**config.mk**
```make
export PLATFORM = sky130hd
export DESIGN_NAME = hex_scan_ctrl
export DESIGN_NICKNAME = d
export VERILOG_FILES = /design/src/rtl/hex_scan_ctrl.sv
export SDC_FILE = /design/constraint.sdc
export NUM_CORES = 1
export LEC_CHECK = 0
export ABC_AREA = 1
export CORE_UTILIZATION = 55
export CTS_CLUSTER_SIZE = 10
export DETAILED_ROUTE_END_ITERATION = 10
export PLACE_DENSITY_LB_ADDON = 0.3
export REMOVE_ABC_BUFFERS = 1
export SETUP_SLACK_MARGIN = 0.15
export SLEW_MARGIN = 20
export SYNTH_ARGS = -nofsm -noshare
export SYNTH_HDL_FRONTEND = slang
export SYNTH_SLANG_ARGS = --single-unit
```
**constraint.sdc**
```tcl
create_clock -name clk -period 2.6 [get_ports clk]
set_clock_uncertainty 0.15 [all_clocks]
set_input_delay 0.26 -clock clk [delete_from_list [all_inputs] [get_ports clk]]
set_output_delay 0.26 -clock clk [all_outputs]
set_load 0.01 [all_outputs]
```
**src/rtl/hex_scan_ctrl.sv**
```systemverilog
// Scan controller for a 4-digit common-anode hex 7-segment display.
// It shows one digit per slot with a dark lead-in, and loads the value through a shadow register committed at frame wrap.
module hex_scan_ctrl #(
   parameter int DIGIT_CYC = 50000,
   parameter int BLANK_CYC = 1000
) (
   input  logic        clk,
   input  logic        rst,
   input  logic [15:0] data_in,
   input  logic [3:0]  point_in,
   input  logic [3:0]  blank_in,
   input  logic        load,
   output logic        load_ack,
   output logic        frame_done,
   output logic [3:0]  an,
   output logic [7:0]  seg
);

   localparam int CW = (DIGIT_CYC > 1) ? $clog2(DIGIT_CYC) : 1;
   localparam logic [CW-1:0] CNT_LAST  = CW'(DIGIT_CYC - 1);
   localparam logic [CW-1:0] CNT_BLANK = CW'(BLANK_CYC);

   logic [CW-1:0] r_cnt;
   logic [1:0]    r_dig;
   logic [15:0]   r_sh_data;
   logic [3:0]    r_sh_point;
   logic [3:0]    r_sh_blank;
   logic [15:0]   r_act_data;
   logic [3:0]    r_act_point;
   logic [3:0]    r_act_blank;
   logic          r_pend;
   logic          r_ack;
   logic          r_fd;
   logic [3:0]    r_an;
   logic [7:0]    r_seg;

   logic          w_wrap;
   logic          w_fwrap;
   logic [3:0]    w_nib;
   logic          w_show;
   logic [3:0]    w_an;
   logic [7:0]    w_seg;

   // Hex nibble to active-low g..a pattern
   function automatic logic [6:0] hex7(input logic [3:0] n);
      logic [6:0] p;
      case (n)
         4'h0:    p = 7'h40;
         4'h1:    p = 7'h79;
         4'h2:    p = 7'h24;
         4'h3:    p = 7'h30;
         4'h4:    p = 7'h19;
         4'h5:    p = 7'h12;
         4'h6:    p = 7'h02;
         4'h7:    p = 7'h78;
         4'h8:    p = 7'h00;
         4'h9:    p = 7'h10;
         4'hA:    p = 7'h08;
         4'hB:    p = 7'h03;
         4'hC:    p = 7'h46;
         4'hD:    p = 7'h21;
         4'hE:    p = 7'h06;
         4'hF:    p = 7'h0E;
         default: p = 7'h7F;
      endcase
      return p;
   endfunction

   // Slot/frame wrap detection and next display drive from the active register
   always_comb begin
      w_wrap  = (r_cnt == CNT_LAST);
      w_fwrap = w_wrap && (r_dig == 2'd3);
      case (r_dig)
         2'd0:    w_nib = r_act_data[3:0];
         2'd1:    w_nib = r_act_data[7:4];
         2'd2:    w_nib = r_act_data[11:8];
         2'd3:    w_nib = r_act_data[15:12];
         default: w_nib = 4'h0;
      endcase
      w_show = (r_cnt >= CNT_BLANK) && !r_act_blank[r_dig];
      if (w_show) begin
         w_an  = ~(4'b0001 << r_dig);
         w_seg = {~r_act_point[r_dig], hex7(w_nib)};
      end else begin
         w_an  = 4'hF;
         w_seg = 8'hFF;
      end
   end

   // Slot counter and digit index
   always_ff @(posedge clk or negedge rst) begin
      if (!rst) begin
         r_cnt <= {CW{1'b0}};
         r_dig <= 2'd0;
      end else begin
         r_cnt <= w_wrap ? {CW{1'b0}} : r_cnt + CW'(1);
         if (w_wrap) begin
            r_dig <= r_dig + 2'd1;
         end
      end
   end

   // Shadow/active double buffer; a load coinciding with commit stays pending for the next frame
   always_ff @(posedge clk or negedge rst) begin
      if (!rst) begin
         r_sh_data   <= 16'h0000;
         r_sh_point  <= 4'h0;
         r_sh_blank  <= 4'hF;
         r_act_data  <= 16'h0000;
         r_act_point <= 4'h0;
         r_act_blank <= 4'hF;
         r_pend      <= 1'b0;
      end else begin
         if (load) begin
            r_sh_data  <= data_in;
            r_sh_point <= point_in;
            r_sh_blank <= blank_in;
         end
         if (w_fwrap && r_pend) begin
            r_act_data  <= r_sh_data;
            r_act_point <= r_sh_point;
            r_act_blank <= r_sh_blank;
         end
         r_pend <= load | (r_pend & ~w_fwrap);
      end
   end

   // Registered outputs
   always_ff @(posedge clk or negedge rst) begin
      if (!rst) begin
         r_ack <= 1'b0;
         r_fd  <= 1'b0;
         r_an  <= 4'hF;
         r_seg <= 8'hFF;
      end else begin
         r_ack <= w_fwrap & r_pend;
         r_fd  <= w_fwrap;
         r_an  <= w_an;
         r_seg <= w_seg;
      end
   end

   assign load_ack   = r_ack;
   assign frame_done = r_fd;
   assign an         = r_an;
   assign seg        = r_seg;

endmodule

```
# [Word-level counts from Yosys, hierarchy flattened]
# Memory sizes are Yosys's and may differ from the RTL's.
# Index checks and enable logic that the tools add are counted.
[op_classes] addsub=2 order_cmp=2 n_eq_ne=4 shifts=1 n_mux=8 bitwise_logic=6 reduce_logical=5
[op_table] operator="adder 16 x 1 -> 16 bit (second input constant)" count=1
[op_table] operator="equality test 16 bit (second input constant)" count=1
[op_table] operator=">= comparator 16 x 10 -> 1 bit (second input constant)" count=1
[op_table] operator="2-to-1 mux 16 bit" count=1
[op_table] operator="case mux 4 bit (4 select lines)" count=1
[op_table] operator="2-to-1 mux 8 bit" count=1
[op_table] operator="binary-select mux 1 bit (select 2 bit)" count=2
[op_table] operator="equality test 2 bit (second input constant)" count=2
[op_table] operator="2-to-1 mux 4 bit" count=1
[op_table] operator="inverter 4 bit" count=1
[op_table] operator="left shift 1 x 2 -> 4 bit (first input constant)" count=1
[op_table] operator="logical AND 1 bit" count=3
[op_table] operator="less-than comparator 2 x 3 -> 1 bit (second input constant)" count=1
[op_table] operator="adder 2 x 1 -> 2 bit (second input constant)" count=1
[op_table] operator="AND 1 bit" count=2
[op_table] operator="equality test 2 x 1 -> 1 bit (second input constant)" count=1
[op_table] operator="logical NOT 2 bit" count=1
[op_table] operator="2-to-1 mux 1 bit" count=2
[op_table] operator="inverter 1 bit" count=2
[op_table] operator="logical NOT 1 bit" count=1
[op_table] operator="bitwise OR 1 bit" count=1
[totals] register_bits=81 rom_bits=112 inputBits=27 out_inout_bits=14 elab_cells=42 n_memories=1
[memory_table] memory="(name not given)" depth=16 word_bits=7 rd=1 rd_clocked_by_memory_dff=0 wr=0 line_no="47" rtl="case (n)"

# [Longest topological paths before layout]
# Gate-level depths: netlist of the first run.
[logic_depth] depth_word=5 ltp_mapped=11 ltp_nobuf=11

# [Least setup slack after synthesis of the first run]
# OpenSTA, ideal clock, no wires.
[synth_path] kind="reg2reg" startpoint="register r_dig[0]" endpoint="register r_seg[3], in the netlist seg[3]" setup_ns=0.084 arrival_time_ns=2.024 required_time_ns=2.366 slack_ns=0.342 path_stages_with_launch=12 n_path_buf=0 period_less_slack_ns=2.258 cell_sequence="dfrtp_1 -> inv_1 -> ha_1 -> inv_2 -> or2_2 -> o21ai_0 -> inv_1 -> ha_1 -> nand3_1 -> nand2_1 -> nand2_1 -> nand3_1"
[synth_via] elab_chain_len=5
[synth_rtl] item="start: declaration" line_no="24" rtl="logic [1:0] r_dig;"
[synth_rtl] item="start signal: assignment" line_no="98" rtl="r_dig <= r_dig + 2'd1;"
[synth_rtl] item="parallel branches: the longest is 4 deep, another holds memory (16 x 7 bit)"
[synth_rtl] item="2-to-1 mux 8 bit *" line_no="81" rtl="if (w_show) begin"
[synth_rtl] item="via w_seg[3]" line_no="42" rtl="logic [7:0] w_seg;"
[synth_rtl] item="end signal: assignment" line_no="139" rtl="r_seg <= w_seg;"
[synth_rtl] item="end: declaration" line_no="35" rtl="logic [7:0] r_seg;"
# Mark *: on every way through the listed nets, which the timed path passes. The select of a mux whose other input is x is not followed.
# A chain may end at the register's enable or synchronous reset.

# [Worst setup path after layout of the first run]
# Same ends and word-level chain as after synthesis.

==> results.txt, run 1 <==
* Outcome: completed
- Critical Path Slowest Stage Cell: dfrtp_1
- Crit path launch type: register
- Hold/Removal Path Class: input port to async pin
- # rows: 30
- Measured in cells, the most critical reg-to-reg path has a length of 11.
- Crit. Startpoint: r_dig[0]
- Half-perimeter wire length after detailed placement: about 5000 µm
* Number of endpoints failing setup at the final stage: 0
- Overall via count from detail_route: between 2000 and 3000
- The largest total area in the synthesized netlist belongs to dfrtp_1.
- Number of instances in the synthesized netlist: 421
- The clock tree synthesis step divided the H-tree into 3 levels.
* Total Die Area: roughly 0.0074 mm²
- The number of antenna violations at the first check in global routing was 0.
- In this run the tightest slew margin relative to its limit is slightly below 80%.
- Number of buffers inserted by post-CTS setup repair: 0
- Antenna fix cells: 0
- The worst path needs about 2.3 ns of the cycle, external delays included.
- Critical Path, Cell by Cell: inv_2 > ha_1 > inv_2 > or2_2 > o21ai_2 > inv_1 > ha_1 > nand3_1 > nand2_1 > nand2_1 > nand3_1
- Net Switching: 495 µW
* Proportion of power drawn by the clock network: 40.9%
- In this run the mean area of a mapped cell was 9.27 µm².
* Worst R2R Setup Slack: 0.32 ns
* FILL cells: 547
* Power per cell area: around 530 mW/mm²
* Cell types with the largest area share after synthesis: dfrtp_1, dfstp_2, nand2_1
- In this run, synthesis inferred 0 flip-flops with an integrated enable.
- LEAKAGE: roughly 2.2 nW
- Number of max-cap violations: 0
- Together, buffers and inverters on the worst path number 3.
- After detailed routing, the number of vias per cell comes to ~5.
- In this run the biggest area consumer among cell types represents between 30 and 40% of the synthesized area.
- Final net count: roughly 500
- Placement Cell Area: approximately 0.0044 mm²
- Global routing used roughly 22% of the available tracks.
* RSZ-0062 raised after global routing: no
- In this run, synthesis produced a sequential element count of 81.
- Layout cell share with drive strength beyond 1: 18.1%
- Clock tree from TritonCTS: done
- Post-route core utilization: between 60% and 70%
* TritonCTS Sinks: a little over 80
- Combinational logic burns around 4.8% of the power.
- Remaining antenna violation count: 0
* Number of hold violations in the final report: 0
* Final Cycle Share: 87.6%
- Horizontal extent of the die: 86.2 µm
- Core Footprint: between 0.006 and 0.007 mm²
* Internal power: about 1.9 mW
* Post-detailed-route DRC marker count: 0
- Endpoint type of the worst setup path: register
* Dominant register cell in the synthesized netlist: dfrtp_1
* Data arrival time of the critical path: 2.40 ns
* Number of global-route vias before repair: around 2900
- Wire length per cell after detailed routing: 12.8 µm
- In this run, distinct cell masters in the synthesized netlist total 31.
- CTS placed an instance of clkbuf_8 at the clock tree root.
- Clk Latency, worst-skew pair: ~0.35 ns
- TritonCTS Buffers: 9
* Final wirelength: a little over 7000 µm
- 41 I/O pins were placed.
- Origin of the critical flop-to-flop path: r_dig[0]
- Count of buffers from port buffering: 40
* Clock Path Buffers: 2
- In the synthesized netlist the async set-or-reset flop fraction comes to between 90% and 100%.
- Synthesis Warnings: 0
* Area Overhead vs Synth: 18.8%
* Clock-pin slew on the worst setup and hold paths: around 0.08 ns
- Final slew viol count: 0
- Initial DRC count: between 80 and 90
* Ranking of synthesized cells by instance count: nand2_1, dfrtp_1, nor2_1
- The critical path runs through a total of 11 cells.
- Transition time at the pin with the least slew margin: approximately 0.32 ns
- Net switching is roughly a fifth of the power.
* Highest attainable clock frequency: ~440 MHz
- First-pass iteration count of the detailed router: 5
- nand2_1 is the most common cell in the netlist.
- The synthesized netlist occupies a cell area of between 0.003 and 0.004 mm².
* Largest stage delay, worst path: roughly 0.46 ns
- Worst r2r dst: seg[3]
- Initial core utilization: a little under three fifths
* Die Span Y: 86.2 µm
* Largest net degree at the start of global routing: about 80
* Global-route wire length before repair: between 10000 and 15000 µm
- VDD sags by at most 435 µV.
- Sequential share of power: between 50% and 60%
- Critical path class: register to register
- Required arrival time at the worst endpoint: about 2.7 ns
- Broken down by cell family, the worst path's largest delay share belongs to simple AND/OR/NAND/NOR gates.
- In this run the worst path has a maximum fanout of 8.
- Routability-driven placement finished with a final weighted congestion of between 0.8 and 0.9.
* Fraction of the yosys area taken by sequential cells: 52.6%
- Remaining global-route overflow: 0
* Cell area after layout: about 0.0046 mm²
-- metal layers --
metal	vias to the layer above	GRT usage, %	routed length (µm)
li1	1444	-	-
met1	1365	28.6	3370
met2	64	35.6	3540
met3	11	6.19	206
met4	0	8.94	132
met5	-	0	0
-- registers in the layout, summed over array words and instances, names as in the netlist --
signal / count
seg: 8
r_sh_blank: 4
r_pend: 1
r_dig: 2
r_sh_data: 16
r_act_blank: 4
an: 4
frame_done: 1
r_act_data: 16
r_act_point: 4
r_cnt: 16
r_sh_point: 4
load_ack: 1
-- cell families (layout without fill, tap and decap cells) --
family | count (synthesis) | count (layout) | synth area share (%)
xor+xnor | 11 | 11 | 2.47
simple gates | 229 | 229 | 26.3
flops | 81 | 81 | 52.6
compound gates | 15 | 15 | 2.18
buf+inv | 48 | 96 | 5.42
fa+ha+maj | 13 | 13 | 4.17
mux | 24 | 24 | 6.93
-- cell type report --
cell class | count | area, µm² | area share [%]
clock buffer | 11 | 141 | 3.05
clock inverter | 5 | 78.8 | 1.70
inverter | 33 | 124 | 2.67
multi-input combinational | 292 | 1650 | 35.5
sequential | 81 | 2050 | 44.3
tap | 96 | 120 | 2.59
timing repair buffer | 47 | 473 | 10.2
-- placed cells by master, fill, tap and decap left out, types with 2 or more instances in the layout --
| cell | instances |
|---|---|
| nand2_2 | 4 |
| xnor2_1 | 3 |
| clkdlybuf4s50_1 | 39 |
| o21bai_1 | 2 |
| inv_2 | 5 |
| buf_4 | 6 |
| inv_1 | 28 |
| bufinv_16 | 2 |
| xor2_1 | 8 |
| dfrtp_1 | 61 |
| nor2_1 | 42 |
| nand3_1 | 29 |
| clkbuf_8 | 10 |
| ha_1 | 13 |
| nor3_1 | 2 |
| mux2_2 | 24 |
| nor2_4 | 2 |
| clkinv_2 | 2 |
| a21oi_1 | 3 |
| nand4_1 | 25 |
| nand3_2 | 2 |
| or2_2 | 2 |
| o21ai_0 | 5 |
| dfstp_2 | 20 |
| nand2_1 | 117 |
-- worst max-delay path by stage --
| stage | end | slack, ns |
|---|---|---|
| floorplan | seg[3] | 0.18 |
| global placement | seg[3] | 0.19 |
| finish | seg[3] | 0.32 |
| detailed placement | seg[3] | -0.02 |
| global route | seg[3] | 0.15 |
| CTS | seg[3] | 0.16 |
-- what timing repair did --
item / in CTS / in global routing
resized for setup: 2 / 2
pin swaps: 0 / 0
hold buffers: 1 / 0
endpoints found under the setup margin: 7 / 6
endpoints found under the hold margin: 61 / 0
-- power groups by stage --
stage	combinational (mW)	clock, mW	sequential (mW)
6_report	0.117	0.996	1.32
5_1_grt	0.131	1.08	1.33
4_1_cts	0.115	1.02	1.32
3_5_place_dp	0.114	0	1.35
3_3_place_gp	0.109	0	1.34
2_1_floorplan	0.0395	0	1.34
-- stage by stage --
step | hold WS (ns) | TNS [ns] | instances | total power [mW] | setup slack (ns)
final | 0.184 | 0 | 565 | 2.44 | 0.321
after global routing | 0.194 | 0 | 565 | 2.54 | 0.150
after CTS | 0.326 | 0 | 564 | 2.46 | 0.161
after detailed placement | 0.313 | -0.0154 | 547 | 1.46 | -0.0154
after global placement | 0.306 | 0 | 547 | 1.45 | 0.193
after floorplan | -0.186 | 0 | 406 | 1.38 | 0.184
(Power assumes the default switching activity.)
==> inputs of run 2 (changes only) <==
--- a/config.mk
+++ b/config.mk
@@ -5,7 +5,6 @@
 export SDC_FILE = /design/constraint.sdc
 export NUM_CORES = 1
 export LEC_CHECK = 0
-export ABC_AREA = 1
 export CORE_UTILIZATION = 55
 export CTS_CLUSTER_SIZE = 10
 export DETAILED_ROUTE_END_ITERATION = 10
==> results.txt, run 2 <==
* Outcome: completed (unchanged)
- The top cell type by total area after synthesis is dfrtp_1 (unchanged).
- RSZ-0062 raised after global routing: yes (was no)
- The worst-margin pin slew is 0.587 ns (was 0.320 ns).
* Final wirelength: 6690 µm (was 7250 µm)
- Worst max-slew margin expressed relative to the limit: 59.8% (was 78.7%)
* Die Span Y: 83.4 µm (was 86.2 µm)
- Area Overhead vs Synth: 22.6% (was 18.8%)
* Critical path class: register to register (unchanged)
* Post-synthesis area per instance: 13.7 µm² (was 9.27 µm²)
- Initial antenna violation count: 0 (unchanged)
* Endpoint type of the worst setup path: register (unchanged)
* Initial core utilization: 57.1% (about the same)
- The startpoint class of the critical path is a register (unchanged).
* Count of distinct cell types in the synthesized netlist: 37 (was 31)
- Remaining global-route overflow: 0 (unchanged)
- The count of endpoints failing setup in the final report is 0 (unchanged).
- TritonCTS Sinks: 81 (unchanged)
- The cell area power density was 545 mW/mm² (was 525 mW/mm²).
- Minimum setup slack after placement: -0.00447 ns (was -0.0154 ns)
- The pin count of the biggest net entering global routing is 82 (unchanged).
- The final-layout fill cell count is 449 (was 547).
* Via-per-instance ratio: 5.51 (was 5.10)
- Final period demand of the worst path: 2.33 ns (was 2.28 ns)
- Global-route wire length before repair: 11200 µm (was 12800 µm)
- Share of flip-flops with an asynchronous set or reset: 100% (unchanged)
* Clock Path Buffers: 2 (unchanged)
- The post-synthesis sequential area ratio is 56.3% (was 52.6%).
- Final Wtd Congestion: 0.784 (was 0.889)
- Synth Register Bits: 81 (unchanged)
* Initial DRC count: 116 (was 88)
- Number of global-route vias before repair: 2234 (was 2861)
- The standby leakage power is 1.97 nW (was 2.19 nW).
- # rows: 29 (was 30)
* Setup TNS: 0 ns (unchanged)
- Hold/Removal Path Class: input port to async pin (unchanged)
- The number of max-slew violations in the final report is 0 (unchanged).
- The data arrival time of the critical path was 2.47 ns (was 2.40 ns).
- The remaining design rule violation count was 0 (unchanged).
* Ranking of synthesized cells by instance count: dfrtp_1, mux2_2, dfstp_2, mux2_4 (was nand2_1, dfrtp_1, nor2_1)
* First-pass iteration count of the detailed router: 4 (was 5)
- The clock-pin slew on the worst setup and hold paths was 0.08 ns (about the same).
- The main flop type after synthesis is dfrtp_1 (unchanged).
- Overall via count from detail_route: 2216 (was 2884)
* Post-synthesis instance area: 0.00365 mm² (was 0.00390 mm²)
- The overall global routing resource usage was 20.8% (was 22.2%).
* Core Footprint: 0.00639 mm² (was 0.00683 mm²)
- The count of boundary I/O pins came to 41 (unchanged).
* Horizontal extent of the die: 83.4 µm (was 86.2 µm)
* Top library cells by usage in the layout, fill and taps aside: dfrtp_1, clkdlybuf4s50_1, mux2_2, mux2_4, dfstp_2 (was nand2_1, dfrtp_1, nor2_1, clkdlybuf4s50_1, nand3_1)
- Remaining antenna violation count: 0 (unchanged)
- The number of instances in the synthesized netlist came to 267 (was 421).
- The worst-case hold slack came to 0.221 ns (was 0.184 ns).
* Clk Latency, worst-skew pair: 0.35 ns (about the same)
* Area fraction of the dominant cell type after synthesis: 41.9% (was 39.1%)
- Half-perimeter wire length after detailed placement: 4200 µm (was 5070 µm)
- The hold violation total from the final report is 0 (unchanged).
- Clock tree from TritonCTS: done (unchanged)
- Count of buffers from port buffering: 40 (unchanged)
* Final net count: 360 (was 504)
- Registers with the most flip-flops: r_act_data (16), r_cnt (16), r_sh_data (16) (unchanged).
* Most common cell after layout, fill and taps aside: dfrtp_1 (was nand2_1)
- TritonCTS Buffers: 9 (unchanged)
* Required arrival time at the worst endpoint: 2.73 ns (was 2.72 ns)
* H-tree Lvls: 3 (unchanged)
- Placement Cell Area: 0.00413 mm² (was 0.00437 mm²)
* Number of max-cap violations: 0 (unchanged)
* Total Die Area: 0.00696 mm² (was 0.00744 mm²)
* Final Cycle Share: 89.7% (was 87.6%)
* Count leader, synth: dfrtp_1 (was nand2_1)
- The share of cells above drive strength 1 was 35.4% (was 18.1%).
- Antenna fix cells: 0 (unchanged)
- Highest attainable clock frequency: 429 MHz (was 439 MHz)
* Post-synth EDFFs: 0 (unchanged)
- Cell types with the largest area share after synthesis: dfrtp_1, dfstp_2, mux2_2 (was dfrtp_1, dfstp_2, nand2_1)
- IR drop worst, VDD: 345 µV (was 435 µV)
* Synthesis Warnings: 0 (unchanged)
- Clock tree root buffer cell: clkbuf_8 (unchanged)
- The average wire length per cell after detail routing was 16.6 µm (was 12.8 µm).
- The least setup slack across all paths after layout was 0.267 ns (was 0.321 ns).
- Cell area after layout: 0.00447 mm² (was 0.00464 mm²)
- Crit Path Max Fanout: 8 (unchanged)
-- run 2: where the power goes --
part           switching, mW  internal, mW  leakage, nW
combinational         0.0444        0.0736        0.871
clock                  0.459         0.539        0.103
sequential            0.0210          1.30        0.993
total                  0.524          1.91         1.97
-- run 2: routing by layer --
layer  GRT usage, %  vias up  part of all wire (%)
li1               -     1041                     -
met1           29.4     1119                    47
met2           30.9       48                    48
met3           5.86        8                   3.5
met4           7.55        0                   1.3
met5              0        -                     0
-- run 2: cell families (layout without fill, tap and decap cells) --
family	Yosys count	in the layout	share of synthesized area (%)
xor+xnor	15	15	3.60
compound gates	21	21	4.29
flops	81	81	56.3
mux	56	56	19.8
fa+ha+maj	13	13	4.46
simple gates	57	57	8.68
buf+inv	24	82	2.88
-- run 2: area by class of cell --
type	count	area (µm²)	share of cell area, %
multi-input cells	162	1540	34.5
repair buffers	52	510	11.4
clock inverters	7	92.6	2.07
inverters	14	52.6	1.18
clock buffers	9	124	2.77
well taps	77	96.3	2.15
flip-flops and latches	81	2050	45.9
-- run 2: worst max-delay path, cell delays in order, from the launching register on --
cell and delay [ns]:
dfrtp_2 0.47, ha_4 0.22, a222oi_1 0.50, mux2i_4 0.16
inv_2 0.11, ha_1 0.23, inv_1 0.07, a21oi_1 0.06
a32oi_1 0.17, nand2b_1 0.13
-- run 2: path summary, 6_finish.rpt --
check	slack, ns	depth (start not counted)	to	startpoint
worst min register to register	0.34	1	r_cnt[7]	r_cnt[7]
worst max register to register	0.27	9	seg[3]	r_dig[0]
worst max-delay path	0.27	9	seg[3]	r_dig[0]
min in group clk	0.34	1	r_cnt[7]	r_cnt[7]
worst min-delay path	0.22	2	r_cnt[9]	rst
max in group asynchronous	1.45	3	seg[4]	rst
-- run 2: what timing repair did --
item,in CTS,in global routing
gates cloned,0,0
resized for setup,6,10
setup endpoints to repair,7,4
setup buffers,3,2
hold buffers,1,0
pin swaps,1,1
endpoints found under the hold margin,61,0
-- run 2: per-stage QoR --
stage | instances | util [%] | power [mW]
after floorplan | 257 | - | 1.38
after global placement | 379 | 64.6 | 1.45
after detailed placement | 379 | 64.6 | 1.46
after CTS | 399 | 68.8 | 2.46
after global routing | 402 | 70.0 | 2.52
final | 402 | 70.0 | 2.44
==> inputs of run 3 (changes only) <==
--- a/config.mk
+++ b/config.mk
@@ -5,9 +5,10 @@
 export SDC_FILE = /design/constraint.sdc
 export NUM_CORES = 1
 export LEC_CHECK = 0
-export CORE_UTILIZATION = 55
+export CORE_UTILIZATION = 50
 export CTS_CLUSTER_SIZE = 10
 export DETAILED_ROUTE_END_ITERATION = 10
+export MAX_ROUTING_LAYER = met4
 export PLACE_DENSITY_LB_ADDON = 0.3
 export REMOVE_ABC_BUFFERS = 1
 export SETUP_SLACK_MARGIN = 0.15
==> constraint.sdc (replaced) <==
create_clock -name clk -period 1.89 [get_ports clk]
set_clock_uncertainty 0.15 [all_clocks]
set_input_delay 0.189 -clock clk [delete_from_list [all_inputs] [get_ports clk]]
set_output_delay 0.189 -clock clk [all_outputs]
set_load 0.01 [all_outputs]
==> results.txt, run 3 (same netlist as run 2, synthesis figures left out) <==
- Dpl cells: 434 (was 379)
- Final instance count without filler cells: 455 (was 402)
* Number of global-route vias before repair: 2452 (was 2234)
- The number of sinks on the clock net was 81 (unchanged).
- The effective utilization at floorplan is 52.8% (was 57.1%).
* Overall via count from detail_route: 2316 (was 2216)
* Antenna fix cells: 0 (unchanged)
- # rows: 30 (was 29)
* Clk Latency, worst-skew pair: 0.35 ns (about the same)
- H-tree Lvls: 3 (unchanged)
* Number of endpoints failing setup at the final stage: 31 (was 0)
* Violated checks: setup timing
- Data arrival time of the critical path: 2.26 ns (was 2.47 ns)
- RSZ-0062 raised after global routing: yes (unchanged)
- The number of maximum-capacitance constraint violations came to 0 (unchanged).
- Final wirelength: 6930 µm (was 6690 µm)
- The TritonCTS buffer count is 9 (unchanged).
- The post-detailed-placement half-perimeter wirelength is 4660 µm (was 4200 µm).
* Outcome: finished, violations left (was completed)
- Post-route core utilization: 71.4% (was 70.0%)
- I/O pin cnt: 41 (unchanged)
- The overall global routing resource usage came to 20.8% (about the same).
* Hold/Removal Path Class: input port to async pin (unchanged)
* Clock tree from TritonCTS: done (unchanged)
- The area added between synthesis and finish was 35.2% (was 22.6%).
- The number of antenna violations at the first check in global routing was 0 (unchanged).
- The vias per cell is 5.09 (was 5.51).
- Number of hold violations in the final report: 0 (unchanged)
* Final net count: 394 (was 360)
- The count of input and output buffers was 40 (unchanged).
* Global-route wire length before repair: 11600 µm (was 11200 µm)
- The standby leakage power is 2.15 nW (was 1.97 nW).
- The achievable frequency is 457 MHz (was 429 MHz).
* Total Die Area: 0.00764 mm² (was 0.00696 mm²)
- Worst max-slew margin expressed relative to the limit: 70.5% (was 59.8%)
- Count of cells along the worst register-to-register path: 5 (was 9)
- The clock tree root buffer cell is clkbuf_8 (unchanged).
- The required time of the critical path came to 1.96 ns (was 2.73 ns).
- Worst R2R Setup Slack: -0.30 ns (was 0.27 ns)
- Minimum setup slack after placement: -0.306 ns (was -0.00447 ns)
- Final slew viol count: 0 (unchanged)
* Final Cycle Share: 116% (was 89.7%)
- Critical path class: register to register (unchanged)
- Power per cell area: 662 mW/mm² (was 545 mW/mm²)
- The beginning of the worst register-to-register path is r_cnt[7] (was r_dig[0]).
- The least setup slack across all paths after layout was -0.299 ns (was 0.267 ns).
- The pin count of the biggest net entering global routing came to 37 (was 82).
* Registers with the most flip-flops: r_act_data (16), r_cnt (16), r_sh_data (16) (unchanged)
* Clock Path Buffers: 2 (unchanged)
- The antenna violation net count after detailed routing came to 0 (unchanged).
- Transition time at the pin with the least slew margin: 0.443 ns (was 0.587 ns)
* Final period demand of the worst path: 2.19 ns (was 2.33 ns)
- Horizontal extent of the die: 87.4 µm (was 83.4 µm)
* Layout cell share with drive strength beyond 1: 47.9% (was 35.4%)
* Top library cells by usage in the layout, fill and taps aside: dfrtp_1, buf_4, mux2_2, clkdlybuf4s50_1 (was dfrtp_1, clkdlybuf4s50_1, mux2_2, mux2_4, dfstp_2)
- The worst-case vdd ir drop was 472 µV (was 345 µV).
* Crit path launch type: register (unchanged)
- Crit Path Max Fanout: 24 (was 8)
- Clock-pin slew on the worst setup and hold paths: 0.08 ns (about the same)
- Most common cell after layout, fill and taps aside: dfrtp_1 (unchanged)
- Final Wtd Congestion: 0.823 (was 0.784)
- Capture point of the worst path: r_act_data[12] (was seg[3])
* Wire length per cell after detailed routing: 15.2 µm (was 16.6 µm)
* Die Span Y: 87.4 µm (was 83.4 µm)
* First-pass iteration count of the detailed router: 4 (unchanged)
- The element type at the critical path end is a register (unchanged).
- Initial DRC count: 84 (was 116)
- The worst setup path startpoint was r_cnt[7] (was r_dig[0]).
* Worst r2r dst: r_act_data[12] (was seg[3])
* Remaining global-route overflow: 0 (unchanged)
* Core Footprint: 0.00691 mm² (was 0.00639 mm²)
* Post-detailed-route DRC marker count: 0 (unchanged)
==> run 3: power breakdown <==
part / leakage (nW) / internal (mW) / switching [mW] / total, mW
clock network: 0.0949 / 0.648 / 0.627 / 1.28
registers: 0.993 / 1.79 / 0.0285 / 1.82
logic: 1.06 / 0.104 / 0.0627 / 0.167
total: 2.15 / 2.54 / 0.719 / 3.26
==> run 3: layout make-up <==
class	instances	area, µm²
Tap cell	96	120
Timing Repair Buffer	86	825
Clock inverter	6	66.3
Clock buffer	10	138
Inverter	14	52.6
Sequential cell	81	2050
Fill cell	482	1980
Multi-Input combinational cell	162	1670
==> run 3: metrics by stage <==
step	hold WS (ns)	setup TNS (ns)	total power, mW	cell area [µm²]
finish	0.174	-7.86	3.26	4930
floorplan	-0.257	-20.64	1.90	3590
global route	0.207	-10.40	3.38	4930
detailed placement	0.0137	-8.88	2.02	4460
global placement	0.00650	-7.92	2.01	4460
CTS	0.179	-7.59	3.29	4770
==> run 3: timing repair <==
action / in CTS / in global routing
hold buffers: 1 / 0
setup endpoints to repair: 54 / 59
pin swaps: 7 / 9
buffers inserted: 2 / 2
endpoints found under the hold margin: 32 / 0
gates resized for setup: 25 / 39
==> run 3: how the worst min path moves through the flow <==
stage | slack [ns] | cells after the start | to
6_report | 0.17 | 2 | r_cnt[5]
4_1_cts | 0.18 | 2 | r_cnt[11]
5_1_grt | 0.21 | 2 | r_cnt[5]
3_5_place_dp | 0.01 | 1 | r_cnt[6]
2_1_floorplan | -0.26 | 0 | frame_done
3_3_place_gp | 0.007 | 1 | r_cnt[5]
==> run 3: routing by layer <==
layer	part of all wire (%)	track usage [%]	wire [µm]
met5	0	-	0
met3	2.8	3.79	193
met4	1.7	8.94	117
met2	48	32.0	3320
met1	48	27.1	3300
==> run 3: critical path, cell delays in order (launching register included) <==
cell	delay, ns
dfrtp_1	0.38
or4b_4	0.58
nor4_4	0.33
nand3_4	0.12
buf_12	0.19
mux2_4	0.31
